File: src/rtl/seven_seg_pkg.sv
// Shared constants and helpers for the multiplexed seven-segment driver.
//   SEG_0..SEG_9, SEG_DASH, SEG_BLANK : segment patterns {a,b,c,d,e,f,g},
//                                       active-high, MSB = a
//   SEG_OFF_N                         : active-low "all segments dark"
//   idx_width()                       : width of the digit index for a digit count
package seven_seg_pkg;

  localparam logic [6:0] SEG_0     = 7'b1111110;
  localparam logic [6:0] SEG_1     = 7'b0110000;
  localparam logic [6:0] SEG_2     = 7'b1101101;
  localparam logic [6:0] SEG_3     = 7'b1111001;
  localparam logic [6:0] SEG_4     = 7'b0110011;
  localparam logic [6:0] SEG_5     = 7'b1011011;
  localparam logic [6:0] SEG_6     = 7'b0011111;
  localparam logic [6:0] SEG_7     = 7'b1110000;
  localparam logic [6:0] SEG_8     = 7'b1111111;
  localparam logic [6:0] SEG_9     = 7'b1110011;
  localparam logic [6:0] SEG_DASH  = 7'b0000001;
  localparam logic [6:0] SEG_BLANK = 7'b0000000;

  localparam logic [6:0] SEG_OFF_N = 7'h7F;

  // Index width for a digit count; never narrower than one bit.
  function automatic int idx_width(input int digits);
    if (digits <= 1) begin
      return 1;
    end else begin
      return $clog2(digits);
    end
  endfunction

endpackage

File: src/rtl/seven_seg_decoder.sv
// Combinational BCD-to-seven-segment decoder.
//   bcd   : 4-bit code; 0-9 digits, 10 dash, 11-15 blank
//   seg_n : segments {a,b,c,d,e,f,g}, active-low, MSB = a
module seven_seg_decoder
  import seven_seg_pkg::*;
(
  input  logic [3:0] bcd,
  output logic [6:0] seg_n
);

  logic [6:0] seg_s;

  // Look up the active-high pattern for the code.
  always_comb begin
    seg_s = SEG_BLANK;
    case (bcd)
      4'd0:    seg_s = SEG_0;
      4'd1:    seg_s = SEG_1;
      4'd2:    seg_s = SEG_2;
      4'd3:    seg_s = SEG_3;
      4'd4:    seg_s = SEG_4;
      4'd5:    seg_s = SEG_5;
      4'd6:    seg_s = SEG_6;
      4'd7:    seg_s = SEG_7;
      4'd8:    seg_s = SEG_8;
      4'd9:    seg_s = SEG_9;
      4'd10:   seg_s = SEG_DASH;
      default: seg_s = SEG_BLANK;
    endcase
  end

  assign seg_n = ~seg_s;

endmodule

File: src/rtl/seven_seg_scan_driver.sv
// Time-multiplexed scan driver for a common-anode seven-segment display.
//   clk, rst   : system clock, asynchronous active-high reset
//   load       : strobe capturing bcd_in / dp_in / blink_mask into the shadow
//   bcd_in     : one nibble per digit, digit 0 rightmost
//   dp_in      : decimal point per digit (active-high)
//   blink_mask : 1 = digit blinks
//   digit_en   : live per-digit enable
//   blank_lz   : live leading-zero blanking enable
//   an_n       : anode select, active-low, one-hot-low or all-high
//   seg_n      : segments {a..g}, active-low
//   dp_n       : decimal point, active-low
//   frame_done : one-cycle pulse when the last digit's slot starts
module seven_seg_scan_driver
  import seven_seg_pkg::*;
#(
  parameter int DIGITS       = 8,
  parameter int CLK_DIV      = 100000,
  parameter int BLINK_FRAMES = 64
) (
  input  logic                  clk,
  input  logic                  rst,
  input  logic                  load,
  input  logic [4*DIGITS-1:0]   bcd_in,
  input  logic [DIGITS-1:0]     dp_in,
  input  logic [DIGITS-1:0]     blink_mask,
  input  logic [DIGITS-1:0]     digit_en,
  input  logic                  blank_lz,
  output logic [DIGITS-1:0]     an_n,
  output logic [6:0]            seg_n,
  output logic                  dp_n,
  output logic                  frame_done
);

  localparam int IW = idx_width(DIGITS);
  localparam int PW = $clog2(CLK_DIV);
  localparam int BW = (BLINK_FRAMES <= 1) ? 1 : $clog2(BLINK_FRAMES);

  localparam logic [IW-1:0] LAST_IDX   = IW'(DIGITS - 1);
  localparam logic [PW-1:0] PRESC_LAST = PW'(CLK_DIV - 1);
  localparam logic [BW-1:0] BLINK_LAST = BW'(BLINK_FRAMES - 1);

  logic [PW-1:0]         presc_r;
  logic [IW-1:0]         idx_r;
  logic [BW-1:0]         blink_cnt_r;
  logic                  blink_phase_r;
  logic [4*DIGITS-1:0]   bcd_sh_r;
  logic [DIGITS-1:0]     dp_sh_r;
  logic [DIGITS-1:0]     blink_sh_r;

  logic                  tick_s;
  logic                  wrap_s;
  logic [3:0]            nib_s;
  logic [6:0]            dec_seg_n_s;
  logic [DIGITS-1:0]     lz_s;
  logic                  zero_run_s;
  logic                  blank_s;
  logic                  hide_s;
  logic [DIGITS-1:0]     one_hot_s;
  logic [DIGITS-1:0]     an_nxt_s;
  logic [6:0]            seg_nxt_s;
  logic                  dp_nxt_s;

  assign tick_s    = (presc_r == PRESC_LAST);
  assign wrap_s    = tick_s && (idx_r == LAST_IDX);
  assign nib_s     = bcd_sh_r[4*idx_r +: 4];
  assign one_hot_s = {{(DIGITS-1){1'b0}}, 1'b1} << idx_r;

  seven_seg_decoder u_dec (
    .bcd   (nib_s),
    .seg_n (dec_seg_n_s)
  );

  // lz_s[k] is set when nibbles k..DIGITS-1 are all zero; scanned from the top.
  always_comb begin
    zero_run_s = 1'b1;
    lz_s       = '0;
    for (int k = DIGITS - 1; k >= 0; k--) begin
      zero_run_s = zero_run_s & (bcd_sh_r[4*k +: 4] == 4'h0);
      lz_s[k]    = zero_run_s;
    end
  end

  // Digit 0 always shows its value, even when the whole display is zero.
  assign blank_s = blank_lz && lz_s[idx_r] && (idx_r != {IW{1'b0}});
  assign hide_s  = blink_phase_r && blink_sh_r[idx_r];

  // Build the pattern for the digit about to be driven; priority is
  // disable > blink-off > leading-zero blank > decoded value.
  always_comb begin
    an_nxt_s  = {DIGITS{1'b1}};
    seg_nxt_s = SEG_OFF_N;
    dp_nxt_s  = 1'b1;
    if (digit_en[idx_r]) begin
      an_nxt_s = ~one_hot_s;
      if (hide_s) begin
        seg_nxt_s = SEG_OFF_N;
        dp_nxt_s  = 1'b1;
      end else if (blank_s) begin
        // A blanked digit still shows its decimal point.
        seg_nxt_s = SEG_OFF_N;
        dp_nxt_s  = ~dp_sh_r[idx_r];
      end else begin
        seg_nxt_s = dec_seg_n_s;
        dp_nxt_s  = ~dp_sh_r[idx_r];
      end
    end else begin
      an_nxt_s  = {DIGITS{1'b1}};
      seg_nxt_s = SEG_OFF_N;
      dp_nxt_s  = 1'b1;
    end
  end

  // Slot prescaler: wraps after CLK_DIV cycles.
  always_ff @(posedge clk or posedge rst) begin
    if (rst) begin
      presc_r <= '0;
    end else if (tick_s) begin
      presc_r <= '0;
    end else begin
      presc_r <= presc_r + PW'(1);
    end
  end

  // Digit index advances once per slot.
  always_ff @(posedge clk or posedge rst) begin
    if (rst) begin
      idx_r <= '0;
    end else if (wrap_s) begin
      idx_r <= '0;
    end else if (tick_s) begin
      idx_r <= idx_r + IW'(1);
    end
  end

  // Blink phase flips after every BLINK_FRAMES completed frames.
  always_ff @(posedge clk or posedge rst) begin
    if (rst) begin
      blink_cnt_r   <= '0;
      blink_phase_r <= 1'b0;
    end else if (wrap_s) begin
      if (blink_cnt_r == BLINK_LAST) begin
        blink_cnt_r   <= '0;
        blink_phase_r <= ~blink_phase_r;
      end else begin
        blink_cnt_r   <= blink_cnt_r + BW'(1);
      end
    end
  end

  // Shadow copy of the display data; a tick on the same edge still
  // reads the old contents because the output path samples the registers.
  always_ff @(posedge clk or posedge rst) begin
    if (rst) begin
      bcd_sh_r   <= {DIGITS{4'hF}};
      dp_sh_r    <= '0;
      blink_sh_r <= '0;
    end else if (load) begin
      bcd_sh_r   <= bcd_in;
      dp_sh_r    <= dp_in;
      blink_sh_r <= blink_mask;
    end
  end

  // Registered display outputs, updated only at slot boundaries.
  always_ff @(posedge clk or posedge rst) begin
    if (rst) begin
      an_n       <= {DIGITS{1'b1}};
      seg_n      <= SEG_OFF_N;
      dp_n       <= 1'b1;
      frame_done <= 1'b0;
    end else begin
      frame_done <= wrap_s;
      if (tick_s) begin
        an_n  <= an_nxt_s;
        seg_n <= seg_nxt_s;
        dp_n  <= dp_nxt_s;
      end
    end
  end

endmodule

File: config.mk
export PLATFORM = sky130hd
export DESIGN_NAME = seven_seg_scan_driver
export DESIGN_NICKNAME = d
export VERILOG_FILES = /design/src/rtl/seven_seg_pkg.sv /design/src/rtl/seven_seg_decoder.sv /design/src/rtl/seven_seg_scan_driver.sv
export SDC_FILE = /design/constraint.sdc
export NUM_CORES = 1
export LEC_CHECK = 0
export ABC_AREA = 1
export CAP_MARGIN = 20
export CORE_UTILIZATION = 55
export DETAILED_ROUTE_END_ITERATION = 8
export GPL_TIMING_DRIVEN = 0
export PLACE_DENSITY = 0.81
export SETUP_SLACK_MARGIN = 0.3
export SYNTH_ARGS = -nofsm -noshare
export SYNTH_HDL_FRONTEND = slang
export SYNTH_SLANG_ARGS = --single-unit
File: constraint.sdc
create_clock -name clk -period 3.2 [get_ports clk]
set_input_delay 0.32 -clock clk [delete_from_list [all_inputs] [get_ports clk]]
set_output_delay 0.32 -clock clk [all_outputs]
set_load 0.01 [all_outputs]
==> reports/metrics.yaml <==
synth_area_leaders: "dfstp_2 (25%), dfrtp_1 (22%), nand2_1 (14%)"
path_cells: "buf_6 > inv_4 > buf_2 > nand3_1 > nand3_1 > nand2_1 > ha_1 > nand2_1 > nand2_1 > inv_1 > nand3_1 > nand2_1 > inv_1"
status: "finished with violations"
fp.dieW_um: 98.1
fmax_mhz: 475
dr.pass1.iters: 7
rows: 34
remaining_drc_errors: 4
critPathSlowestCell: "dfrtp_1"
drt_first_iter_violations: 350
fin_nets: 816
synth_top_family_by_area: "simple AND/OR/NAND/NOR gates"
clk_pin_slew_ns: 0.09
startpoint_type: "flip-flop"
synthAdderAreaFrac: 0.0320
finalSetupViolations: 0
clock_power_share: 0.356
syn_inst: 656
rsz0062_at_grt: "no"
min_path_type: "input port to asynchronous set/reset pin"
hold_violations: 0
final_area_sq_mm: 0.00621
pin_count: 77
die_area_sq_mm: 0.00962
fin_skew_ns: 0.00991
cp.arrival_ns: 2.40
cts.sinks: 92
cts-buffers-inserted: 9
met1_usage: 0.382
cp.required_ns: 3.50
core_sq_mm: 0.00885
endpoint_kind: "flip-flop"
period_share: 0.658
power.density_mw_per_mm2: 391
overflow: 0
cts_tree: "built"
numPortBuffers: 75
root_buffer: "clkbuf_8"
synth_nets: 729
ys_top_cells_by_count: "nand2_1 (190), nor2_1 (80), inv_1 (79)"
ys_types: 38
synth_ff_type: "dfstp_2"
ys_seq_elements: 92
p_switching_uw: 591
seq_area_frac_synth: 0.465
grt.busiest_layer: "met2"
ant_nets: 0
syn_to_final_growth_pct: 22.3
path_max_fanout: 11
muxShareOfSynthArea: 0.0200
min_period_ns: 2.10
cts_resized: 0
routed_wl_um: 12800
synthArstFlopShare: 1.00
cpPeakStageDelay_ns: 0.42
path_delay_family: "simple AND/OR/NAND/NOR gates"
synth_top_area_frac: 0.248
clockBufferDepth: 2
failed_checks: "design-rule violations"
die_h_um: 98.1
yosysWarnings: 0
grt.total_usage: 0.285
vias_per_cell: 5.40
swShare: 0.244
synth_compound_area_frac: 0.0762
wl_per_cell_um: 15.0
synth-edff-count: 0
drive_gt1_frac: 0.137
cts_setup_buffers: 0
irDropWorstVdd_uv: 355
relSlewSlack: 0.543
antenna-diode-count: 0
start_util: 0.574
critical_path.most_common_cell: "nand2_1"
clock_latency_ns: 0.36
use_met2: 0.466
cap_violations: 0
power_leakage_nw: 3.03
met3_usage: 0.0451
cell_internal_pwr_mw: 1.84
placed_cell_area_sq_mm: 0.00599
dpl.hpwl_um: 9710
grt_pass1_wl_um: 21500
p_seq_frac: 0.524
gp_congestion: 0.915
worst_slew_pin_slew_ns: 0.685
comb_power_share: 0.119
slew_viol_final: 0
syn_avg_cell_area_sq_um: 7.74
crit_buf_inv: 5
grt_max_degree: 51
vias: 4616
yosys.area_share.simple: 0.296
htreeDepth: 3
syn_area_sq_mm: 0.00508
report.power.total_mw: 2.43
postCtsHoldBufs: 0
synth_top_area_cell: "dfstp_2"
critPathKind: "flip-flop to flip-flop"
synth_xor_area_frac: 0.0190
grt_pass1_vias: 4579
antenna_found_initial: 0
synth_most_common_cell: "nand2_1"
## power by group through the flow
stage | logic, mW | registers, mW | clock network, mW
2_1_floorplan | 0.161 | 1.28 | 0
3_5_place_dp | 0.288 | 1.29 | 0
6_report | 0.290 | 1.27 | 0.864
4_1_cts | 0.290 | 1.27 | 0.877
3_3_place_gp | 0.272 | 1.29 | 0
5_1_grt | 0.327 | 1.28 | 0.932
## sequential cells by signal, indices dropped and copies added, names as in the netlist
register / cells
an_n: 8
bcd_sh_r: 32
blink_cnt_r: 6
blink_phase_r: 1
blink_sh_r: 8
dp_n: 1
dp_sh_r: 8
frame_done: 1
idx_r: 3
presc_r: 17
seg_n: 7
## area by class of cell
class	count	area [sq um]
buffer	24	153
tap	108	135
fill	709	2640
inverter	81	314
multi-input combinational	459	2250
sequential	92	2360
timing repair buffer	76	778
clock inverter	4	72.6
clock buffer	11	141
## cells in the final DEF, fill, tap and decap left out, types with 11 or more instances in the layout
cell,netlist,final
a21oi_1,12,12
clkbuf_1,10,11
clkdlybuf4s50_1,0,75
dfrtp_1,44,44
dfstp_2,48,48
ha_1,13,13
inv_1,79,78
nand2_1,190,190
nand3_1,49,49
nor2_1,80,80
o21ai_0,53,53
## final timing paths
kind                             from           end  slack, ns  depth (start not counted)
min in group clk           presc_r[0]    presc_r[0]       0.47                          1
min reg2reg                presc_r[0]    presc_r[0]       0.47                          1
max                          idx_r[1]      seg_n[5]       1.10                         13
max in group asynchronous         rst  bcd_sh_r[21]       2.14                          3
min                               rst    dp_sh_r[4]       0.37                          2
max reg2reg                  idx_r[1]      seg_n[5]       1.10                         13
## through the flow
stage | util | std cells | worst slack (ns) | TNS [ns] | hold slack [ns]
2_1_floorplan | - | 656 | 0.567 | 0 | 0.426
3_3_place_gp | 0.674 | 839 | -0.755 | -32.99 | 0.452
3_5_place_dp | 0.677 | 840 | 1.16 | 0 | 0.464
4_1_cts | 0.701 | 855 | 1.14 | 0 | 0.386
5_1_grt | 0.701 | 855 | 0.925 | 0 | 0.420
6_report | 0.701 | 855 | 1.10 | 0 | 0.371
## logic make-up (layout without fill, tap and decap cells)
| group | count (synthesis) | count (layout) |
|---|---|---|
| AOI/OAI and AO/OA | 74 | 74 |
| muxes | 9 | 9 |
| adders and majority gates | 13 | 13 |
| buffers and inverters | 105 | 196 |
| DFF | 92 | 92 |
| and+or+nand+nor | 352 | 352 |
| xor gates and xnor gates | 11 | 11 |
## per-layer routing
| metal | vias up | wire length, um |
|---|---|---|
| met4 | 0 | 264 |
| li1 | 2240 | - |
| met2 | 167 | 6170 |
| met1 | 2184 | 5630 |
| met5 | - | 0 |
| met3 | 25 | 777 |
Power figures use the tool's default switching activity.
